===== src/rtl/handshake_monitor_mc.sv =====
// Multi-channel ready/valid observer: transfer counts, stall stability checks, stall timeouts.
// Define HANDSHAKE_MONITOR_MC_ASSERT_EN to add per-channel concurrent protocol assertions.
module handshake_monitor_mc #(
  parameter int NUM_CH  = 4,
  parameter int DATA_W  = 5,
  parameter int CNT_W   = 16,
  parameter int TIMEOUT = 16,
  parameter int IDX_W   = (NUM_CH > 1) ? $clog2(NUM_CH) : 1
) (
  input  logic                     CLK,
  input  logic                     RESETN,
  input  logic [NUM_CH-1:0]        valid,
  input  logic [NUM_CH-1:0]        ready,
  input  logic [NUM_CH*DATA_W-1:0] data,
  input  logic                     clear,
  output logic [NUM_CH*CNT_W-1:0]  xfer_cnt,
  output logic [NUM_CH-1:0]        stalled,
  output logic [NUM_CH-1:0]        err_drop,
  output logic [NUM_CH-1:0]        err_data,
  output logic [NUM_CH-1:0]        err_tmo,
  output logic                     err_any,
  output logic                     first_err_vld,
  output logic [IDX_W-1:0]         first_err_ch
);

  localparam int SC_W = $clog2(TIMEOUT + 1);

  typedef enum logic [1:0] {ST_IDLE, ST_WAIT, ST_TMO} state_t;

  logic [NUM_CH-1:0] drop_d_v, dchg_d_v, tmo_d_v, rise;
  logic              err_any_q, err_any_d;
  logic              fv_q, fv_d;
  logic [IDX_W-1:0]  fc_q, fc_d;

  for (genvar gi = 0; gi < NUM_CH; gi++) begin : g_ch
    logic              v, r;
    logic [DATA_W-1:0] dat;
    state_t            state_q, state_d;
    logic [SC_W-1:0]   stall_q, stall_d;
    logic [DATA_W-1:0] lat_q, lat_d;
    logic [CNT_W-1:0]  cnt_q, cnt_d;
    logic              drop_q, drop_d, dchg_q, dchg_d, tmo_q, tmo_d;

    assign v   = valid[gi];
    assign r   = ready[gi];
    assign dat = data[gi*DATA_W +: DATA_W];

    always_comb begin
      state_d = state_q;
      stall_d = stall_q;
      lat_d   = lat_q;
      cnt_d   = cnt_q;
      drop_d  = drop_q;
      dchg_d  = dchg_q;
      tmo_d   = tmo_q;
      if (v && r && (cnt_q != '1)) cnt_d = cnt_q + 1'b1;
      case (state_q)
        ST_IDLE: begin
          if (v && !r) begin
            state_d = ST_WAIT;
            lat_d   = dat;
            stall_d = SC_W'(1);
          end
        end
        default: begin
          // a drop masks any payload difference on the same edge
          if (!v) begin
            drop_d  = 1'b1;
            state_d = ST_IDLE;
          end else begin
            if (dat != lat_q) dchg_d = 1'b1;
            if (r) begin
              state_d = ST_IDLE;
            end else if (state_q == ST_WAIT) begin
              stall_d = stall_q + 1'b1;
              if (stall_d == SC_W'(TIMEOUT)) begin
                tmo_d   = 1'b1;
                state_d = ST_TMO;
              end
            end
          end
        end
      endcase
      if (clear) begin
        cnt_d  = '0;
        drop_d = 1'b0;
        dchg_d = 1'b0;
        tmo_d  = 1'b0;
      end
    end

    always_ff @(posedge CLK) begin
      if (!RESETN) begin
        state_q <= ST_IDLE;
        stall_q <= '0;
        lat_q   <= '0;
        cnt_q   <= '0;
        drop_q  <= 1'b0;
        dchg_q  <= 1'b0;
        tmo_q   <= 1'b0;
      end else begin
        state_q <= state_d;
        stall_q <= stall_d;
        lat_q   <= lat_d;
        cnt_q   <= cnt_d;
        drop_q  <= drop_d;
        dchg_q  <= dchg_d;
        tmo_q   <= tmo_d;
      end
    end

    assign drop_d_v[gi] = drop_d;
    assign dchg_d_v[gi] = dchg_d;
    assign tmo_d_v[gi]  = tmo_d;
    assign xfer_cnt[gi*CNT_W +: CNT_W] = cnt_q;
    assign stalled[gi]  = (state_q != ST_IDLE);
    assign err_drop[gi] = drop_q;
    assign err_data[gi] = dchg_q;
    assign err_tmo[gi]  = tmo_q;

`ifdef HANDSHAKE_MONITOR_MC_ASSERT_EN
    a_valid_hold: assert property (@(posedge CLK) disable iff (!RESETN) (v && !r) |=> v)
      else $error("ch %0d: valid dropped while stalled at %0t", gi, $time);
    a_data_stable: assert property (@(posedge CLK) disable iff (!RESETN) (v && !r) |=> $stable(dat))
      else $error("ch %0d: data changed while stalled at %0t", gi, $time);
    a_stall_len: assert property (@(posedge CLK) disable iff (!RESETN)
                                  !(state_q == ST_WAIT && state_d == ST_TMO))
      else $error("ch %0d: stall reached timeout at %0t", gi, $time);
`endif
  end

  assign rise = (drop_d_v & ~err_drop) | (dchg_d_v & ~err_data) | (tmo_d_v & ~err_tmo);

  always_comb begin
    err_any_d = |(drop_d_v | dchg_d_v | tmo_d_v);
    fv_d      = fv_q;
    fc_d      = fc_q;
    if (!fv_q && (|rise)) begin
      fv_d = 1'b1;
      // descending scan so the lowest failing index is the last one written
      for (int i = NUM_CH - 1; i >= 0; i--) begin
        if (rise[i]) fc_d = IDX_W'(i);
      end
    end
    if (clear) begin
      fv_d = 1'b0;
      fc_d = '0;
    end
  end

  always_ff @(posedge CLK) begin
    if (!RESETN) begin
      err_any_q <= 1'b0;
      fv_q      <= 1'b0;
      fc_q      <= '0;
    end else begin
      err_any_q <= err_any_d;
      fv_q      <= fv_d;
      fc_q      <= fc_d;
    end
  end

  assign err_any       = err_any_q;
  assign first_err_vld = fv_q;
  assign first_err_ch  = fc_q;

endmodule


===== config.mk =====
export PLATFORM = sky130hd
export DESIGN_NAME = handshake_monitor_mc
export DESIGN_NICKNAME = d
export VERILOG_FILES = /design/src/rtl/handshake_monitor_mc.sv
export SDC_FILE = /design/constraint.sdc
export NUM_CORES = 1
export LEC_CHECK = 0
export BUFFER_PORTS_ARGS = -buffer_cell sky130_fd_sc_hd__buf_2
export CORE_UTILIZATION = 45
export CTS_CLUSTER_SIZE = 24
export DETAILED_ROUTE_END_ITERATION = 8
export PLACE_DENSITY = 0.67
export SLEW_MARGIN = 30
export SYNTH_ARGS = -nofsm -noshare
export SYNTH_HDL_FRONTEND = slang
export SYNTH_SLANG_ARGS = --single-unit

===== constraint.sdc =====
create_clock -name CLK -period 4.5 [get_ports CLK]
set_input_delay 1.35 -clock CLK [delete_from_list [all_inputs] [get_ports CLK]]
set_output_delay 1.35 -clock CLK [all_outputs]
set_load 0.05 [all_outputs]

==> flow_summary.toml, run 1 <==
[timing]
grt_setup_unrepaired = "false"
fin_setup_tns_ns = 0
finalMaxSlewViolations = 0
fmax_mhz = 349
period_share = 0.637
worstMarginPinSlew_ns = 0.919
fin_skew_ns = 0.00502
setup-violations-final = 0
finalHoldViolCount = 0
relSlewSlack = 0.388
fin_crit_ns = 2.87

[placed_design]
hpwl_um = 9990
gp_congestion = 0.822
io_buffers = 114
placedCellCount = 978

[clocking]
cts-resized-gates = 0
htreeDepth = 4
cts.sinks = 128
clk_pin_slew_worst_paths_ns = 0.05
post_cts_buffers = 0
clk_path_buf_depth = 2
clock_latency_ns = 0.41
numCtsBuffers = 17
hold_buffers = 0
cts_root_buffer = "clkbuf_16"
cts_tree = "done"

[setup_path]
end_kind = "flip-flop"
criticalPathCategory = "in2reg"
path_buf_inv = 1
rrSetupSlack_ns = 2.22
crit_chain = "buf_2 -> xnor2_1 -> nand3_1 -> o311ai_0 -> o311ai_1 -> o41ai_2 -> mux2_1"
cpMaxStageDelayCell = "o311ai_0"
critical_path_required_ns = 4.79
crit_family = "compound AO/OA/AOI/OAI gates"
critPathMaxStageDelay_ns = 0.48
critPathMaxFanout = 4
worstPathArrival_ns = 3.16
start_kind = "input pin"

[route]
detail-route-antenna-nets = 0
num_vias = 5232
drc = 0
viasPerCell = 5.21
drtIter0Drc = 300
routed_wirelength_um = 14000
avgRoutedWirePerCell_um = 13.9
first_pass_iters = 4

[floorplan]
start_util = 0.463
row_count = 42
dieArea_mm2 = 0.0142
die_x_um = 119
coreArea_mm2 = 0.0133
fp.dieH_um = 119
io_pins = 115

[power_and_ir_drop]
power_density_mw_per_mm2 = 345
power_leakage_nw = 2.90
ir_drop_v = 0.000224

[synth]
post-synth-top-area-cell = "dfxtp_1"
synth_edf_count = 0
syn_area_mm2 = 0.00616
async_flop_share = 0
yosys_warnings = 0
synth.top_cells.by_count = "128 x dfxtp_1, 111 x nor2_1, 62 x nand2_1"
syn_inst = 720
ys_types = 60
synth.area.top_cells = "dfxtp_1 42%, nor2_1 6.8%, xor2_1 5.7%, xnor2_1 5.1%, mux2i_1 3.9%"
ys_seq_area_frac = 0.416
synth_nets = 759
synth_seq_cells = 128
synth_area_per_cell_um2 = 8.56
yosysMostFrequentCell = "dfxtp_1"
synth_flop_cell = "dfxtp_1"
synth_top_area_share = 0.416

[min_path]
holdCritPathClass = "reg2reg"

[layout]
fin_cells = 1004
antenna_cells = 0
drive_gt1_frac = 0.184
nets = 860
syn2layout_area_growth_pct = 18.2

[global_routing]
antenna_found_initial = 0
grtUsageTotal = 0.204
grt_pass1_vias = 4915
grt.overflow.total = 0
grt_max_degree = 47
grt_pass1_wl_um = 23300

[outcome]
outcome = "finished clean"

[flow_run]
drv_cap = 0
layout make-up:
type | instances | area [um2]
multi-input combinational | 538 | 3350
clock buffer | 23 | 448
inverter | 19 | 71.3
tap | 176 | 220
sequential | 128 | 2560
clock inverter | 3 | 40.0
fill | 1253 | 6010
timing repair buffer | 117 | 593
sequential cells by signal (all words and copies together) (netlist names):
signal / flops
first_err_ch: 2
g_ch.stall_q: 20
g_ch.cnt_q: 64
g_ch.state_q: 8
err_any: 1
g_ch.lat_q: 20
g_ch.tmo_q: 4
first_err_vld: 1
g_ch.dchg_q: 4
g_ch.drop_q: 4
worst min-delay path, stage by stage, from the launching register on:
cell      delay [ns]
dfxtp_1         0.31
inv_1           0.05
a211oi_1        0.05
cells by family after synthesis:
family,synth area share
AO/OA/AOI/OAI,0.0888
XOR/XNOR,0.115
adder cells (fa/ha/maj),0.0163
buffers and inverters,0.0408
flip-flops,0.416
multiplexers,0.0408
AND/OR/NAND/NOR,0.282
path summary, 6_finish.rpt:
check	from	endpoint	cells past startpoint
hold reg to reg	first_err_ch[1]	first_err_ch[1]	2
setup reg to reg	g_ch[2].cnt_q[0]	g_ch[2].cnt_q[10]	7
hold / removal	first_err_ch[1]	first_err_ch[1]	2
setup / recovery	data[12]	first_err_ch[0]	7
stage by stage:
stage | area (um2) | setup slack [ns] | power (mW) | utilization | hold WS (ns)
2_1_floorplan | 6160 | 1.47 | 1.31 | - | 0.452
3_3_place_gp | 6800 | 1.25 | 1.35 | 0.511 | 0.448
3_5_place_dp | 6800 | 1.21 | 1.36 | 0.511 | 0.439
4_1_cts | 7280 | 1.64 | 2.55 | 0.548 | 0.454
5_1_grt | 7280 | 1.47 | 2.62 | 0.548 | 0.479
6_report | 7280 | 1.63 | 2.52 | 0.548 | 0.461
where the power goes:
part / switching, mW / total, mW / internal (mW)
combinational: 0.103 / 0.166 / 0.0633
clock: 0.443 / 1.18 / 0.737
sequential: 0.0176 / 1.17 / 1.15
total: 0.563 / 2.52 / 1.95
routing by layer:
metal	GRT usage	vias up	routed length, um
met5	0	-	0
met4	0.0783	0	86
met3	0.0618	10	748
met2	0.327	93	6530
met1	0.256	2469	6610
li1	-	2660	-
layout by cell type (no fill, tap or decap), types with 3 or more instances in the layout:
master / count
dfxtp_1: 128
buf_2: 114
nor2_1: 111
nand2_1: 62
xor2_1: 40
nand3_1: 36
a21oi_1: 36
xnor2_1: 36
nor2b_1: 34
mux2i_1: 24
nor3_1: 23
inv_1: 19
nand4_1: 17
clkbuf_16: 17
and4_1: 11
o21ai_0: 10
and2_1: 8
ha_1: 8
nor4_1: 7
and3_1: 6
clkbuf_1: 6
nand2b_1: 5
nor3b_1: 4
a211oi_1: 4
nand3b_1: 4
a21boi_0: 4
or4_1: 3
o211a_1: 3
o21ai_1: 3
buf_4: 3
No activity file was read; power rests on OpenSTA's default activity.
==> run 2, diff against run 1 <==
--- a/config.mk
+++ b/config.mk
@@ -5,11 +5,12 @@
 export SDC_FILE = /design/constraint.sdc
 export NUM_CORES = 1
 export LEC_CHECK = 0
+export ABC_AREA = 1
 export BUFFER_PORTS_ARGS = -buffer_cell sky130_fd_sc_hd__buf_2
 export CORE_UTILIZATION = 45
 export CTS_CLUSTER_SIZE = 24
 export DETAILED_ROUTE_END_ITERATION = 8
-export PLACE_DENSITY = 0.67
+export PLACE_DENSITY = 0.69
 export SLEW_MARGIN = 30
 export SYNTH_ARGS = -nofsm -noshare
 export SYNTH_HDL_FRONTEND = slang
==> constraint.sdc (replaced) <==
create_clock -name CLK -period 2.3 [get_ports CLK]
set_input_delay 0.69 -clock CLK [delete_from_list [all_inputs] [get_ports CLK]]
set_output_delay 0.69 -clock CLK [all_outputs]
set_load 0.05 [all_outputs]
==> flow_summary.toml, run 2 <==
[setup_path]
critical_path_required_ns = 1.61
end_kind = "primary output"
criticalPathCategory = "reg2out"
critPathMaxFanout = 7
worstPathArrival_ns = 1.29
start_kind = "flip-flop"

[clocking]
cts_tree = "done"
cts-resized-gates = 0
post_cts_buffers = 0
numCtsBuffers = 17
cts_root_buffer = "clkbuf_16"
cts.sinks = 128
clk_path_buf_depth = 2
clock_latency_ns = 0.41
htreeDepth = 4
hold_buffers = 0
clk_pin_slew_worst_paths_ns = 0.06

[placed_design]
gp_congestion = 0.859
placedCellCount = 1222
hpwl_um = 11000
placedInstanceArea_mm2 = 0.00724
io_buffers = 114

[timing]
fmax_mhz = 505
fin_skew_ns = 0.00970
fin_crit_ns = 1.98
finalHoldViolCount = 0
relSlewSlack = 0.592
finalMaxSlewViolations = 0
grt_setup_unrepaired = "false"
fin_setup_tns_ns = 0
worstMarginPinSlew_ns = 0.612
whs_ns = 0.466
period_share = 0.861
setup-violations-final = 0

[layout]
largest_reg_flops = 64
final.fill_count = 1380
fin_cells = 1253
mostFrequentLayoutCells = "176 x nand2_1, 142 x inv_1, 128 x dfxtp_1"
regMostFlops = "g_ch.cnt_q"
nets = 1100
mostFrequentLayoutCell = "nand2_1"
antenna_cells = 0
stdcell_area_mm2 = 0.00785
drive_gt1_frac = 0.213
syn2layout_area_growth_pct = 19.8
final_core_util = 0.559
reg_top3 = "g_ch.cnt_q x64, g_ch.lat_q x20, g_ch.stall_q x20"

[route]
num_vias = 6115
first_pass_iters = 5
avgRoutedWirePerCell_um = 12.0
routed_wirelength_um = 15100
detail-route-antenna-nets = 0
drc = 0
drtIter0Drc = 354
viasPerCell = 4.88

[synth]
syn_area_mm2 = 0.00655
yosysMostFrequentCell = "nand2_1"
synth.top_cells.by_count = "176 x nand2_1, 142 x inv_1, 128 x dfxtp_1"
synth_edf_count = 0
ys_seq_area_frac = 0.391
synth.area.top_cells = "dfxtp_1 39%, nand2_1 10%, inv_1 8.1%, a21oi_1 7.2%, nor2_1 6.4%"
synth_top_area_share = 0.391
yosys_warnings = 0
synth_seq_cells = 128
async_flop_share = 0
ys_types = 45
post-synth-top-area-cell = "dfxtp_1"
synth_area_per_cell_um2 = 6.91
synth_nets = 987
synth_flop_cell = "dfxtp_1"
syn_inst = 948

[global_routing]
grt_pass1_wl_um = 24700
grt.overflow.total = 0
grt_max_degree = 48
grt_pass1_vias = 5408
grtUsageTotal = 0.209
antenna_found_initial = 0

[floorplan]
io_pins = 115
fp.dieH_um = 123
dieArea_mm2 = 0.0150
coreArea_mm2 = 0.0140
start_util = 0.466
die_x_um = 123
row_count = 43

[power_and_ir_drop]
ir_drop_v = 0.000456
power_density_mw_per_mm2 = 704
power_leakage_nw = 3.44

[min_path]
holdCritPathClass = "reg2reg"

[outcome]
outcome = "finished clean"

[flow_run]
drv_cap = 0
[run 2: changes by cell type after synthesis, sizes merged, moves of 15 or more]
cell,previous run,this run
inv,19,161
xor2,41,8
clkbuf,19,4
nand2,62,195
mux2i,24,0
a21oi,36,97
xnor2,37,8
nor2,111,133
o21ai,13,66
nor2b,34,0
[run 2: per-layer routing]
metal	vias up	routed length [um]	GRT usage
met5	-	0	0
met4	0	204	0.0617
met3	13	805	0.0697
met2	128	6810	0.336
met1	2725	7250	0.266
li1	3249	-	-
[run 2: cell type report]
type                    count  area, um2  share of cell area
repair buffers            120        616              0.0785
multi-input cells         632       3230               0.411
clock buffers              26        509              0.0649
inverters                 162        608              0.0775
clock inverters             5        100              0.0128
flip-flops and latches    128       2560               0.327
well taps                 180        225              0.0287
[run 2: logic make-up after synthesis]
family                     Yosys count  share of synthesized area
xor gates and xnor gates            16                     0.0214
adders and majority gates            8                     0.0153
and+or+nand+nor                    429                      0.307
AOI/OAI and AO/OA                  179                      0.148
buffers and inverters              188                      0.117
DFF                                128                      0.391
[run 2: critical path: stages, from the launching register on]
cell,delay [ns]
dfxtp_1,0.32
inv_1,0.06
nand2_1,0.19
buf_2,0.31
[run 2: through the flow]
| step | power, mW | setup WS [ns] |
|---|---|---|
| 2_1_floorplan | 2.67 | 0.444 |
| 3_3_place_gp | 2.79 | 0.324 |
| 3_5_place_dp | 2.79 | 0.273 |
| 4_1_cts | 5.59 | 0.300 |
| 5_1_grt | 5.75 | 0.253 |
| 6_report | 5.52 | 0.319 |
[run 2: where the power goes]
group	internal, mW	switching (mW)	total [mW]
logic	0.134	0.302	0.436
registers	2.27	0.0374	2.31
clock network	1.84	0.940	2.78
total	4.24	1.28	5.52
[run 2: worst paths after layout]
path                         to  slack [ns]  cells past startpoint          startpoint
max                  stalled[0]        0.32                      3  g_ch[0].state_q[0]
min          g_ch[1].state_q[1]        0.47                      2  g_ch[1].state_q[1]
min reg2reg  g_ch[1].state_q[1]        0.47                      2  g_ch[1].state_q[1]
max reg2reg   g_ch[1].cnt_q[10]        0.46                     11    g_ch[1].cnt_q[0]
==> run 3, diff against run 2 <==
--- a/config.mk
+++ b/config.mk
@@ -8,6 +8,7 @@
 export ABC_AREA = 1
 export BUFFER_PORTS_ARGS = -buffer_cell sky130_fd_sc_hd__buf_2
 export CORE_UTILIZATION = 45
+export CTS_BUF_LIST = sky130_fd_sc_hd__clkbuf_8
 export CTS_CLUSTER_SIZE = 24
 export DETAILED_ROUTE_END_ITERATION = 8
 export PLACE_DENSITY = 0.69
==> flow_summary.toml, run 3 (synthesis gave the netlist of run 2 again) <==
[layout]
stdcell_area_mm2 = 0.00765
mostFrequentLayoutCell = "nand2_1"
reg_top3 = "g_ch.cnt_q x64, g_ch.lat_q x20, g_ch.stall_q x20"
antenna_cells = 0
fin_cells = 1253
largest_reg_flops = 64
syn2layout_area_growth_pct = 16.9
regMostFlops = "g_ch.cnt_q"
nets = 1100
drive_gt1_frac = 0.213
mostFrequentLayoutCells = "176 x nand2_1, 146 x inv_1, 128 x dfxtp_1"

[placed_design]
io_buffers = 114
placedInstanceArea_mm2 = 0.00724
hpwl_um = 11000
placedCellCount = 1222
gp_congestion = 0.859

[global_routing]
grtUsageTotal = 0.208
grt_max_degree = 48
grt_pass1_vias = 5399
grt.overflow.total = 0
antenna_found_initial = 0
grt_pass1_wl_um = 24600

[floorplan]
start_util = 0.466
io_pins = 115
row_count = 43
fp.dieH_um = 123
coreArea_mm2 = 0.0140
dieArea_mm2 = 0.0150
die_x_um = 123

[setup_path]
worstPathArrival_ns = 1.31
criticalPathCategory = "reg2out"
path_buf_inv = 2
start_kind = "flip-flop"
critPathMaxStageDelay_ns = 0.32
end_kind = "primary output"
critical_path_required_ns = 1.61
crit_chain = "inv_1 -> nand2_1 -> buf_2"
critPathMaxFanout = 7
crit_family = "buffers and inverters"
cpMaxStageDelayCell = "dfxtp_1"

[clocking]
htreeDepth = 4
cts.sinks = 128
cts_tree = "done"
clock_latency_ns = 0.43
post_cts_buffers = 0
cts-resized-gates = 0
clk_pin_slew_worst_paths_ns = 0.07
cts_root_buffer = "clkbuf_8"
numCtsBuffers = 17
hold_buffers = 0
clk_path_buf_depth = 2

[route]
first_pass_iters = 4
avgRoutedWirePerCell_um = 11.9
drc = 0
detail-route-antenna-nets = 0
viasPerCell = 4.89
drtIter0Drc = 312
num_vias = 6127
routed_wirelength_um = 15000

[timing]
finalHoldViolCount = 0
finalMaxSlewViolations = 0
fin_skew_ns = 0.0107
worstMarginPinSlew_ns = 0.624
setup-violations-final = 0
fin_setup_tns_ns = 0
relSlewSlack = 0.584
fin_crit_ns = 2.00
period_share = 0.869
fmax_mhz = 500
grt_setup_unrepaired = "false"

[flow_run]
drv_cap = 0

[min_path]
holdCritPathClass = "reg2reg"

[power_and_ir_drop]
power_leakage_nw = 3.36
ir_drop_v = 0.000400
power_density_mw_per_mm2 = 624

[outcome]
outcome = "finished clean"
[run 3: cell count changes in the layout (fill, tap and decap cells not counted)]
| cell | delta |
|---|---|
| clkbuf_1 | -4 |
| clkbuf_16 | -17 |
| clkbuf_8 | +17 |
| inv_1 | +4 |
[run 3: worst reg2reg max path: cells and delay by family (launching register included)]
kind,cells,cell delay [ns]
AND/OR/NAND/NOR,7,0.92
adder cells (fa/ha/maj),1,0.23
buffers and inverters,1,0.06
flip-flops,1,0.33
AO/OA/AOI/OAI,2,0.18
[run 3: worst paths after layout]
check / from / to / slack [ns] / cells after the start
setup / recovery: g_ch[0].state_q[0] / stalled[0] / 0.30 / 3
hold / removal: g_ch[1].state_q[1] / g_ch[1].state_q[1] / 0.47 / 2
setup reg to reg: g_ch[1].cnt_q[0] / g_ch[1].cnt_q[10] / 0.48 / 11
hold reg to reg: g_ch[1].state_q[1] / g_ch[1].state_q[1] / 0.47 / 2
[run 3: metrics by stage]
step	worst slack [ns]	util	hold slack, ns	total power [mW]
2_1_floorplan	0.444	-	0.443	2.67
3_3_place_gp	0.324	0.515	0.451	2.79
3_5_place_dp	0.273	0.515	0.459	2.79
4_1_cts	0.256	0.545	0.471	4.85
5_1_grt	0.214	0.545	0.482	4.99
6_report	0.302	0.545	0.468	4.77
[run 3: power breakdown]
| part | leakage [nW] | switching [mW] | internal [mW] |
|---|---|---|---|
| logic | 2.10 | 0.302 | 0.134 |
| registers | 1.04 | 0.0372 | 2.27 |
| clock network | 0.230 | 0.841 | 1.19 |
| total | 3.36 | 1.18 | 3.59 |
[run 3: cell type report]
cell class,count,area (um2)
inverters,162,608
clock inverters,9,115
clock buffers,22,303
fillers,1408,6390
repair buffers,120,616
flip-flops and latches,128,2560
multi-input cells,632,3230
well taps,180,225
[run 3: routing by layer]
metal	vias up	wire length, um	GRT usage
met4	0	149	0.0633
met3	8	796	0.0637
met1	2741	7290	0.265
met5	-	0	0
met2	129	6720	0.336
li1	3249	-	-
